$ cat config.mk
export PLATFORM = sky130hd
export DESIGN_NAME = clock_select_ctrl
export DESIGN_NICKNAME = d
export VERILOG_FILES = /design/src/rtl/clock_select_pkg.sv /design/src/rtl/clock_select_timer.sv /design/src/rtl/clock_select_ctrl.sv
export SDC_FILE = /design/constraint.sdc
export NUM_CORES = 1
export LEC_CHECK = 0
export ABC_AREA = 1
export CAP_MARGIN = 20
export CORE_MARGIN = 2
export CORE_UTILIZATION = 49
export DETAILED_ROUTE_END_ITERATION = 12
export DONT_BUFFER_PORTS = 1
export GPL_TIMING_DRIVEN = 0
export SYNTH_ARGS = -nofsm -noshare
export SYNTH_HDL_FRONTEND = slang
export SYNTH_SLANG_ARGS = --single-unit
$ cat constraint.sdc
create_clock -name clk -period 1.84 [get_ports clk]
set_clock_uncertainty 0.05 [all_clocks]
set_input_delay 0.184 -clock clk [delete_from_list [all_inputs] [get_ports clk]]
set_output_delay 0.184 -clock clk [all_outputs]
set_load 0.005 [all_outputs]
$ cat src/rtl/clock_select_pkg.sv
// Shared definitions for the clock-select controller.
//   state_e    : controller state encoding
//   cnt_width  : width of the shared phase timer
//   DEF_*      : default parameter values
package clock_select_pkg;

  typedef enum logic [2:0] {
    IDLE,
    LOCK_WAIT,
    GATE_OFF,
    SETTLE,
    ACK
  } state_e;

  localparam int   DEF_GATE_CYCLES   = 4;
  localparam int   DEF_SETTLE_CYCLES = 8;
  localparam logic DEF_RESET_SELECT  = 1'b1;
  localparam int   DEF_LOCK_TIMEOUT  = 1024;

  // The timer must be able to hold the longest of the three phase lengths.
  function automatic int cnt_width(input int gate_c, input int settle_c, input int lock_c);
    int m;
    m = gate_c;
    if (settle_c > m) m = settle_c;
    if (lock_c > m) m = lock_c;
    return $clog2(m + 1);
  endfunction

endpackage

$ cat src/rtl/clock_select_timer.sv
// Loadable down-counter shared by the timed controller phases.
//   clk, rst  : clock, synchronous active-high reset
//   load      : load load_val this cycle (takes priority over counting)
//   load_val  : phase length minus one
//   done      : counter has reached zero
module clock_select_timer #(
  parameter int CW = 4
) (
  input  logic          clk,
  input  logic          rst,
  input  logic          load,
  input  logic [CW-1:0] load_val,
  output logic          done
);

  logic [CW-1:0] cnt_q, cnt_d;

  always_comb begin
    cnt_d = cnt_q;
    if (load)              cnt_d = load_val;
    else if (cnt_q != '0)  cnt_d = cnt_q - 1'b1;
  end

  always_ff @(posedge clk) begin
    if (rst) cnt_q <= '0;
    else     cnt_q <= cnt_d;
  end

  assign done = (cnt_q == '0);

endmodule

$ cat src/rtl/clock_select_ctrl.sv
// Glitch-free select driver for a two-input clock mux (select=1 -> clk_input0).
// A switch request gates the downstream clock off, changes select, waits for
// the mux output to settle, re-enables the gate and pulses switch_ack.
//   clk, rst                  : always-on reference clock, sync active-high reset
//   switch_req/switch_target  : request handshake (accepted when switch_ready)
//   switch_ready, switch_ack  : idle indicator, one-cycle completion pulse
//   busy, select, clk_gate_en : status and registered mux/gate controls
// Optional macro CLOCK_SELECT_CTRL_LOCK_CHECK_EN adds target_locked/switch_error
// and a LOCK_WAIT phase that waits for the target source to lock before gating.
import clock_select_pkg::*;

module clock_select_ctrl #(
  parameter int   GATE_CYCLES   = DEF_GATE_CYCLES,
  parameter int   SETTLE_CYCLES = DEF_SETTLE_CYCLES,
  parameter logic RESET_SELECT  = DEF_RESET_SELECT,
  parameter int   LOCK_TIMEOUT  = DEF_LOCK_TIMEOUT
) (
  input  logic clk,
  input  logic rst,
  input  logic switch_req,
  input  logic switch_target,
  output logic switch_ready,
  output logic switch_ack,
  output logic busy,
  output logic select,
`ifdef CLOCK_SELECT_CTRL_LOCK_CHECK_EN
  input  logic target_locked,
  output logic switch_error,
`endif
  output logic clk_gate_en
);

  localparam int CW = cnt_width(GATE_CYCLES, SETTLE_CYCLES, LOCK_TIMEOUT);

  state_e        state_q, state_d;
  logic          target_q, target_d;
  logic          select_q, select_d;
  logic          gate_q, gate_d;
  logic          ack_q, ack_d;
  logic          busy_q, busy_d;
  logic          accept;
  logic          tmr_load, tmr_done;
  logic [CW-1:0] tmr_val;
`ifdef CLOCK_SELECT_CTRL_LOCK_CHECK_EN
  logic          err_q, err_d;
`endif

  assign accept = switch_req && (state_q == IDLE);

  // State register
  always_ff @(posedge clk) begin
    if (rst) begin
      state_q  <= IDLE;
      target_q <= RESET_SELECT;
      select_q <= RESET_SELECT;
      gate_q   <= 1'b1;
      ack_q    <= 1'b0;
      busy_q   <= 1'b0;
`ifdef CLOCK_SELECT_CTRL_LOCK_CHECK_EN
      err_q    <= 1'b0;
`endif
    end else begin
      state_q  <= state_d;
      target_q <= target_d;
      select_q <= select_d;
      gate_q   <= gate_d;
      ack_q    <= ack_d;
      busy_q   <= busy_d;
`ifdef CLOCK_SELECT_CTRL_LOCK_CHECK_EN
      err_q    <= err_d;
`endif
    end
  end

  // Next state
  always_comb begin
    state_d  = state_q;
    target_d = target_q;
    case (state_q)
      IDLE: begin
        if (accept) begin
          target_d = switch_target;
          if (switch_target == select_q) state_d = ACK;
`ifdef CLOCK_SELECT_CTRL_LOCK_CHECK_EN
          else                           state_d = LOCK_WAIT;
`else
          else                           state_d = GATE_OFF;
`endif
        end
      end
`ifdef CLOCK_SELECT_CTRL_LOCK_CHECK_EN
      LOCK_WAIT: begin
        if (target_locked) state_d = GATE_OFF;
        else if (tmr_done) state_d = ACK;
      end
`endif
      GATE_OFF: if (tmr_done) state_d = SETTLE;
      SETTLE:   if (tmr_done) state_d = ACK;
      ACK:      state_d = IDLE;
      default:  state_d = IDLE;
    endcase
  end

  // Outputs are registered from the next state so they line up with it.
  always_comb begin
    select_d = select_q;
    if (state_q == GATE_OFF && state_d == SETTLE) select_d = target_q;
    gate_d = !(state_d == GATE_OFF || state_d == SETTLE);
    ack_d  = (state_d == ACK);
    busy_d = (state_d != IDLE);
`ifdef CLOCK_SELECT_CTRL_LOCK_CHECK_EN
    err_d = err_q;
    if (accept) err_d = 1'b0;
    // Leaving LOCK_WAIT straight to ACK means the lock never arrived.
    if (state_q == LOCK_WAIT && state_d == ACK) err_d = 1'b1;
`endif
  end

  // Timer reloads on every state entry with the new phase length minus one.
  always_comb begin
    tmr_load = (state_d != state_q);
    case (state_d)
      LOCK_WAIT: tmr_val = CW'(LOCK_TIMEOUT - 1);
      GATE_OFF:  tmr_val = CW'(GATE_CYCLES - 1);
      SETTLE:    tmr_val = CW'(SETTLE_CYCLES - 1);
      default:   tmr_val = '0;
    endcase
  end

  clock_select_timer #(.CW(CW)) u_timer (
    .clk      (clk),
    .rst      (rst),
    .load     (tmr_load),
    .load_val (tmr_val),
    .done     (tmr_done)
  );

  assign switch_ready = (state_q == IDLE);
  assign switch_ack   = ack_q;
  assign busy         = busy_q;
  assign select       = select_q;
  assign clk_gate_en  = gate_q;
`ifdef CLOCK_SELECT_CTRL_LOCK_CHECK_EN
  assign switch_error = err_q;
`endif

endmodule
==> results.sh, run 1 <==
export IMPL_sequentialPowerShare_pct=32.5
export IMPL_firstDrtPassIters=4
export IMPL_vdd_drop_max_v=0.000732
export IMPL_hold_violations=0
export IMPL_critPathTopFamily="simple AND/OR/NAND/NOR gates"
export IMPL_p_sw_uw=869
export IMPL_p_clk_share_pct=11.1
export IMPL_whs_path_depth=2
export IMPL_yosysSeqAreaShare_pct=40.2
export IMPL_globalRouteOverflowTotal=0
export IMPL_critPathRequiredTime_ns=2.02
export IMPL_drv_slew=0
export IMPL_cts_tree="yes"
export IMPL_final_nets=136
export IMPL_grt_pass1_wl_um=2660
export IMPL_rr_worst_depth=10
export IMPL_holdPathEnd="target_q"
export IMPL_grt_usage_pct=16.7
export IMPL_startpoint="u_timer.cnt_q[0]"
export IMPL_worstMarginPinSlew_ns=0.427
export IMPL_syn_nets=129
export IMPL_setup_viol=0
export IMPL_die_area_mm2=0.00230
export IMPL_clock_sinks=19
export IMPL_layout_drive_gt1_share_pct=19.2
export IMPL_slew_limit_headroom_pct=71.5
export IMPL_cp_max_fo=5
export IMPL_synth_enable_flop_cells=0
export IMPL_postSynthCellCount=124
export IMPL_hp_class="input port to flip-flop"
export IMPL_r2r_slack_ns=0.15
export IMPL_fp_dieH_um=48.0
export IMPL_clock_latency_ns=0.29
export IMPL_path_buf_inv=1
export IMPL_worstHoldStart="switch_req"
export IMPL_cpPeakStageDelay_ns=0.33
export IMPL_vias=750
export IMPL_cts_root_buf="clkbuf_4"
export IMPL_crit_path_start_kind="flip-flop"
export IMPL_fill_cells=195
export IMPL_cts_max_level=1
export IMPL_syn_area_um2=947
export IMPL_wire_per_inst_um=10.6
export IMPL_synth_top_flop_cell="dfxtp_1"
export IMPL_ys_ff_latch=19
export IMPL_status="completed"
export IMPL_diodes=0
export IMPL_grt_max_degree=12
export IMPL_async_flop_share_pct=0
export IMPL_grt_antenna_before_repair=0
export IMPL_ios=9
export IMPL_path_cells="inv_1 -> ha_2 -> nand2_2 -> nor2_4 -> nand3_4 -> nand2_1 -> nor2_4 -> nand4_1 -> nand2_2 -> nor2_1"
export IMPL_cp_slowest_cell="dfxtp_1"
export IMPL_power_density_mw_per_mm2=1810
export IMPL_layout_setup_ws_ns=0.149
export IMPL_coreArea_mm2=0.00176
export IMPL_dp_slack_ns=0.0706
export IMPL_route_detailed_drc=0
export IMPL_mostFrequentLayoutCells="dfxtp_1 (19), inv_1 (18), nor2_1 (18)"
export IMPL_cts_buffers_inserted=3
export IMPL_final_common_cell="dfxtp_1"
export IMPL_yosysUniqueCellTypes=30
export IMPL_period_share_pct=91.9
export IMPL_crit_type="flip-flop to flip-flop"
export IMPL_end_kind="flip-flop"
export IMPL_postSynthAreaPerCell_um2=7.64
export IMPL_final_util_pct=58.7
export IMPL_ys_warn_count=0
export IMPL_port_buffers=0
export IMPL_combPwrFrac_pct=56.4
export IMPL_place_gp_congestion=0.770
export IMPL_netSwitchingFraction_pct=46.5
export IMPL_clockBufferDepth=2
export IMPL_internal_power_mw=1.00
export IMPL_area_growth_pct=9.38
export IMPL_drt_initial_drc_count=13
export IMPL_fin_crit_ns=1.69
export IMPL_ant_nets=0
export IMPL_hpwl_um=1310
export IMPL_grt_pass1_vias=643
export IMPL_r2r_end="u_timer.cnt_q[8]"
export IMPL_rows=15
export IMPL_maxCapViolations=0
export IMPL_timing_fmax_mhz=591
export IMPL_clkTransAtPathRegs_ns=0.10
export IMPL_p_leak_nw=0.496
export IMPL_arrival_ns=1.87
export IMPL_fp_dieW_um=48.0
export IMPL_r2r_start="u_timer.cnt_q[0]"
export IMPL_initial_utilization_pct=53.7
export IMPL_vias_per_cell=4.84
export IMPL_drt_total_wl_um=1640
==> repair_timing <==
| action | 4_1_cts | 5_1_grt |
|---|---|---|
| endpoints found under the hold margin | 1 | 0 |
| gates resized for setup | 0 | 3 |
| setup endpoints to repair | 0 | 10 |
| setup buffers | 0 | 1 |
| hold buffers | 1 | 0 |
==> layer usage <==
layer	part of all wire, %	vias to the layer above	track usage [%]
met1	48	338	21.6
met3	2.4	2	3.77
met5	0	-	0
met2	49	7	27.7
li1	-	403	-
met4	0.97	0	4.86
==> cells in the mapped netlist, types with 3 or more instances <==
library cell	number	area, µm²
nand3_1	5	25.0
xor2_1	3	26.3
nor2_1	18	67.6
nor2_2	3	18.8
inv_1	18	67.6
nand2_1	18	67.6
dfxtp_1	19	380
o21ai_0	8	40.0
nand2_2	4	25.0
==> cell families after synthesis <==
family / Yosys count / share of synthesized area (%)
flip-flops: 19 / 40.2
buffers and inverters: 21 / 8.59
adder cells (fa/ha/maj): 1 / 1.32
AO/OA/AOI/OAI: 14 / 8.19
XOR/XNOR: 5 / 4.62
AND/OR/NAND/NOR: 64 / 37.1
==> sequential cells by signal, summed over array words and instances (netlist names) <==
register       flops
target_q           1
u_timer.cnt_q     11
select             1
switch_ack         1
state_q            3
clk_gate_en        1
busy               1
==> power groups by stage <==
| stage | combinational [mW] | clock [mW] | sequential [mW] |
|---|---|---|---|
| finish | 1.06 | 0.207 | 0.608 |
| global route | 1.20 | 0.240 | 0.625 |
| CTS | 1.01 | 0.224 | 0.610 |
| detailed placement | 1.00 | 0 | 0.620 |
| global placement | 0.995 | 0 | 0.617 |
| floorplan | 0.851 | 0 | 0.601 |
==> stage by stage <==
| step | setup TNS [ns] | total power, mW | instances | hold WS (ns) | instance area [µm²] |
|---|---|---|---|---|---|
| 2_1_floorplan | 0 | 1.45 | 124 | 0.264 | 947 |
| 3_3_place_gp | 0 | 1.61 | 149 | 0.279 | 978 |
| 3_5_place_dp | 0 | 1.62 | 149 | 0.283 | 978 |
| 4_1_cts | 0 | 1.84 | 154 | 0.112 | 1020 |
| 5_1_grt | -0.0171 | 2.06 | 155 | 0.147 | 1040 |
| 6_report | 0 | 1.87 | 155 | 0.120 | 1040 |
==> worst max path at each step <==
| stage | endpoint | slack (ns) | depth (start not counted) |
|---|---|---|---|
| CTS | u_timer.cnt_q[8] | 0.04 | 10 |
| global route | u_timer.cnt_q[8] | -0.01 | 11 |
| global placement | u_timer.cnt_q[2] | 0.06 | 9 |
| detailed placement | u_timer.cnt_q[8] | 0.07 | 10 |
| floorplan | u_timer.cnt_q[2] | 0.27 | 9 |
| finish | u_timer.cnt_q[8] | 0.15 | 10 |
==> final cells by class <==
class | instances | area (µm²) | share of cell area, %
flip-flops and latches | 19 | 380 | 36.7
repair buffers | 2 | 17.5 | 1.69
inverters | 20 | 77.6 | 7.49
plain buffers | 1 | 3.75 | 0.362
clock inverters | 1 | 5.00 | 0.483
multi-input cells | 84 | 498 | 48.1
clock buffers | 3 | 22.5 | 2.17
well taps | 25 | 31.3 | 3.02
(Power assumes the default switching activity.)
==> run 2, diff against run 1 <==
CTS_CLUSTER_SIZE = 28   (was unset)
SYNTH_HIERARCHICAL = 1   (was unset)
==> results.sh, run 2 <==
export IMPL_grt_max_degree=12
export IMPL_route_detailed_drc=0
export IMPL_initial_utilization_pct=51.0
export IMPL_r2r_start="u_timer/cnt_q[1]"
export IMPL_vias=1113
export IMPL_p_total_mw=1.81
export IMPL_synth_area_leaders="dfxtp_1 (34%), nand2_1 (16%), inv_1 (7.8%)"
export IMPL_postSynthAreaPerCell_um2=6.54
export IMPL_synth_top_flop_cell="dfxtp_1"
export IMPL_hpwl_um=1740
export IMPL_vdd_drop_max_v=0.000768
export IMPL_rr_worst_depth=16
export IMPL_status="complete, but fails checks"
export IMPL_critPathRequiredTime_ns=2.00
export IMPL_synth_common_cells="nand2_1 (48), inv_1 (23), nor2_1 (21)"
export IMPL_largest_register_ffs=11
export IMPL_port_buffers=0
export IMPL_startpoint="u_timer/cnt_q[1]"
export IMPL_final_area_mm2=0.00154
export IMPL_mostFrequentLayoutCells="nand2_1 (42), buf_4 (20), inv_1 (17), nor2_1 (17), dfxtp_1 (15)"
export IMPL_hold_violations=0
export IMPL_place_gp_congestion=0.756
export IMPL_synth_top_cell_area_share_pct=34.4
export IMPL_arrival_ns=2.22
export IMPL_cts_root_buf="clkbuf_4"
export IMPL_postSynthCellCount=169
export IMPL_end_kind="flip-flop"
export IMPL_yosysSeqAreaShare_pct=34.4
export IMPL_syn_area_mm2=0.00111
export IMPL_final_nets=210
export IMPL_path_cells="inv_2 -> ha_4 -> nand3_4 -> nor3_4 -> nand2_2 -> nor2_4 -> nand3_2 -> inv_2 -> nor2_2 -> nand3_2 -> inv_4 -> buf_6 -> nor2_4 -> nor2_1 -> nand2_1 -> nor2_1"
export IMPL_drv_slew=0
export IMPL_reg_top3="u_timer/cnt_q x11, state_q x3"
export IMPL_power_density_mw_per_mm2=1180
export IMPL_clock_sinks=19
export IMPL_clock_latency_ns=0.30
export IMPL_final_common_cell="nand2_1"
export IMPL_layout_setup_ws_ns=-0.219
export IMPL_r2r_slack_ns=-0.22
export IMPL_cts_buffers_inserted=3
export IMPL_setup_viol=15
export IMPL_drt_initial_drc_count=11
export IMPL_grt_pass1_vias=1111
export IMPL_crit_path_start_kind="flip-flop"
export IMPL_p_leak_nw=0.753
export IMPL_coreArea_mm2=0.00217
export IMPL_crit_type="flip-flop to flip-flop"
export IMPL_layout_drive_gt1_share_pct=35.8
export IMPL_clockBufferDepth=2
export IMPL_fin_crit_ns=2.06
export IMPL_diodes=0
export IMPL_grt_setup_unrepaired="yes"
export IMPL_ys_warn_count=6
export IMPL_timing_fmax_mhz=486
export IMPL_synth_top_area_cell="dfxtp_1"
export IMPL_period_share_pct=112
export IMPL_cp_slowest_cell="dfxtp_4"
export IMPL_clkTransAtPathRegs_ns=0.11
export IMPL_grt_usage_pct=23.9
export IMPL_cts_max_level=1
export IMPL_cp_endpoint="u_timer/cnt_q[9]"
export IMPL_cpPeakStageDelay_ns=0.37
export IMPL_wire_per_inst_um=11.6
export IMPL_dpl_instance_area_mm2=0.00122
export IMPL_cts_tree="yes"
export IMPL_maxCapViolations=0
export IMPL_slew_limit_headroom_pct=62.6
export IMPL_hp_class="input port to flip-flop"
export IMPL_vias_per_cell=4.80
export IMPL_area_growth_pct=39.1
export IMPL_fill_cells=216
export IMPL_violations="negative setup slack"
export IMPL_grt_antenna_before_repair=0
export IMPL_r2r_end="u_timer/cnt_q[9]"
export IMPL_firstDrtPassIters=4
export IMPL_drt_total_wl_um=2690
export IMPL_globalRouteOverflowTotal=0
export IMPL_ant_nets=0
export IMPL_die_area_mm2=0.00265
export IMPL_synth_most_common_cell="nand2_1"
export IMPL_cp_max_fo=5
export IMPL_worstMarginPinSlew_ns=0.561
export IMPL_async_flop_share_pct=0
export IMPL_fp_dieW_um=51.5
export IMPL_ios=9
export IMPL_grt_pass1_wl_um=4730
export IMPL_synth_enable_flop_cells=0
export IMPL_rows=17
export IMPL_ys_ff_latch=19
export IMPL_largest_register="u_timer/cnt_q"
export IMPL_yosysUniqueCellTypes=29
export IMPL_fp_dieH_um=51.5
==> run 2: cell types whose count changed in the layout (fill, tap and decap cells not counted), sizes merged, moves of 2 or more <==
| cell | previous run | this run |
|---|---|---|
| xor2 | 3 | 1 |
| nand3 | 8 | 15 |
| conb | 0 | 8 |
| inv | 20 | 23 |
| nand2 | 24 | 51 |
| dlygate4sd3 | 1 | 3 |
| a21oi | 2 | 6 |
| buf | 2 | 23 |
| nor2 | 23 | 26 |
==> run 2: per-stage QoR <==
step                worst slack, ns  util, %  std cells  hold slack, ns  TNS, ns
finish                       -0.219     70.9        232          0.0336    -2.30
global route                 -0.327     70.9        232          0.0264    -4.21
CTS                          -0.147     66.3        226          -0.114    -1.43
detailed placement           -0.360     56.4        204           0.219    -3.68
global placement             -0.311     56.4        204           0.216    -3.18
floorplan                   -0.0658        -        176           0.212   -0.474
==> run 2: logic make-up after synthesis <==
family | share of synthesized area [%]
other cells | 0.339
simple gates | 41.2
fa+ha+maj | 1.13
xor+xnor | 1.58
mux | 0.905
buf+inv | 9.84
compound gates | 10.6
flops | 34.4
==> run 2: worst min path at each step <==
stage                              from    endpoint  slack, ns  cells past startpoint
after floorplan                     rst  state_q[0]       0.21                      1
after global placement              rst  state_q[0]       0.22                      1
after detailed placement            rst  state_q[0]       0.22                      1
after CTS                           rst  state_q[0]      -0.11                      1
after global routing      switch_target    target_q       0.03                      2
final                     switch_target    target_q       0.03                      2
==> run 2: layer usage <==
metal  part of all wire [%]  GRT usage, %
met3                    2.0          4.02
met2                     53          42.1
met5                      0             0
met4                    2.0          10.5
met1                     43          28.3
==> run 2: final cells by class <==
| class | count | area [µm²] | area share (%) |
|---|---|---|---|
| buffer | 3 | 26.3 | 1.71 |
| clock buffer | 3 | 22.5 | 1.46 |
| clock inverter | 1 | 5.00 | 0.325 |
| inverter | 24 | 100 | 6.50 |
| multi-input combinational | 130 | 768 | 49.9 |
| sequential | 19 | 390 | 25.4 |
| tap | 28 | 35.0 | 2.28 |
| timing repair buffer | 24 | 191 | 12.4 |
==> run 2: repair_timing <==
item | CTS | global route
setup endpoints to repair | 13 | 17
resized for setup | 16 | 17
pin swaps | 10 | 11
cloned | 1 | 0
hold endpoints to repair | 4 | 3
buffers inserted | 15 | 5
hold buffers | 2 | 1
==> run 2: power by group <==
part,internal [mW],switching [mW],total [mW]
clock network,0.0812,0.138,0.219
registers,0.495,0.0805,0.576
logic,0.457,0.558,1.02
total,1.03,0.776,1.81
==> run 2: critical path: cells and delay by family (launching register included) <==
kind / cells / cell delay [ns]
AND/OR/NAND/NOR: 11 / 1.05
adder cells (fa/ha/maj): 1 / 0.15
flip-flops: 1 / 0.37
buffers and inverters: 4 / 0.33
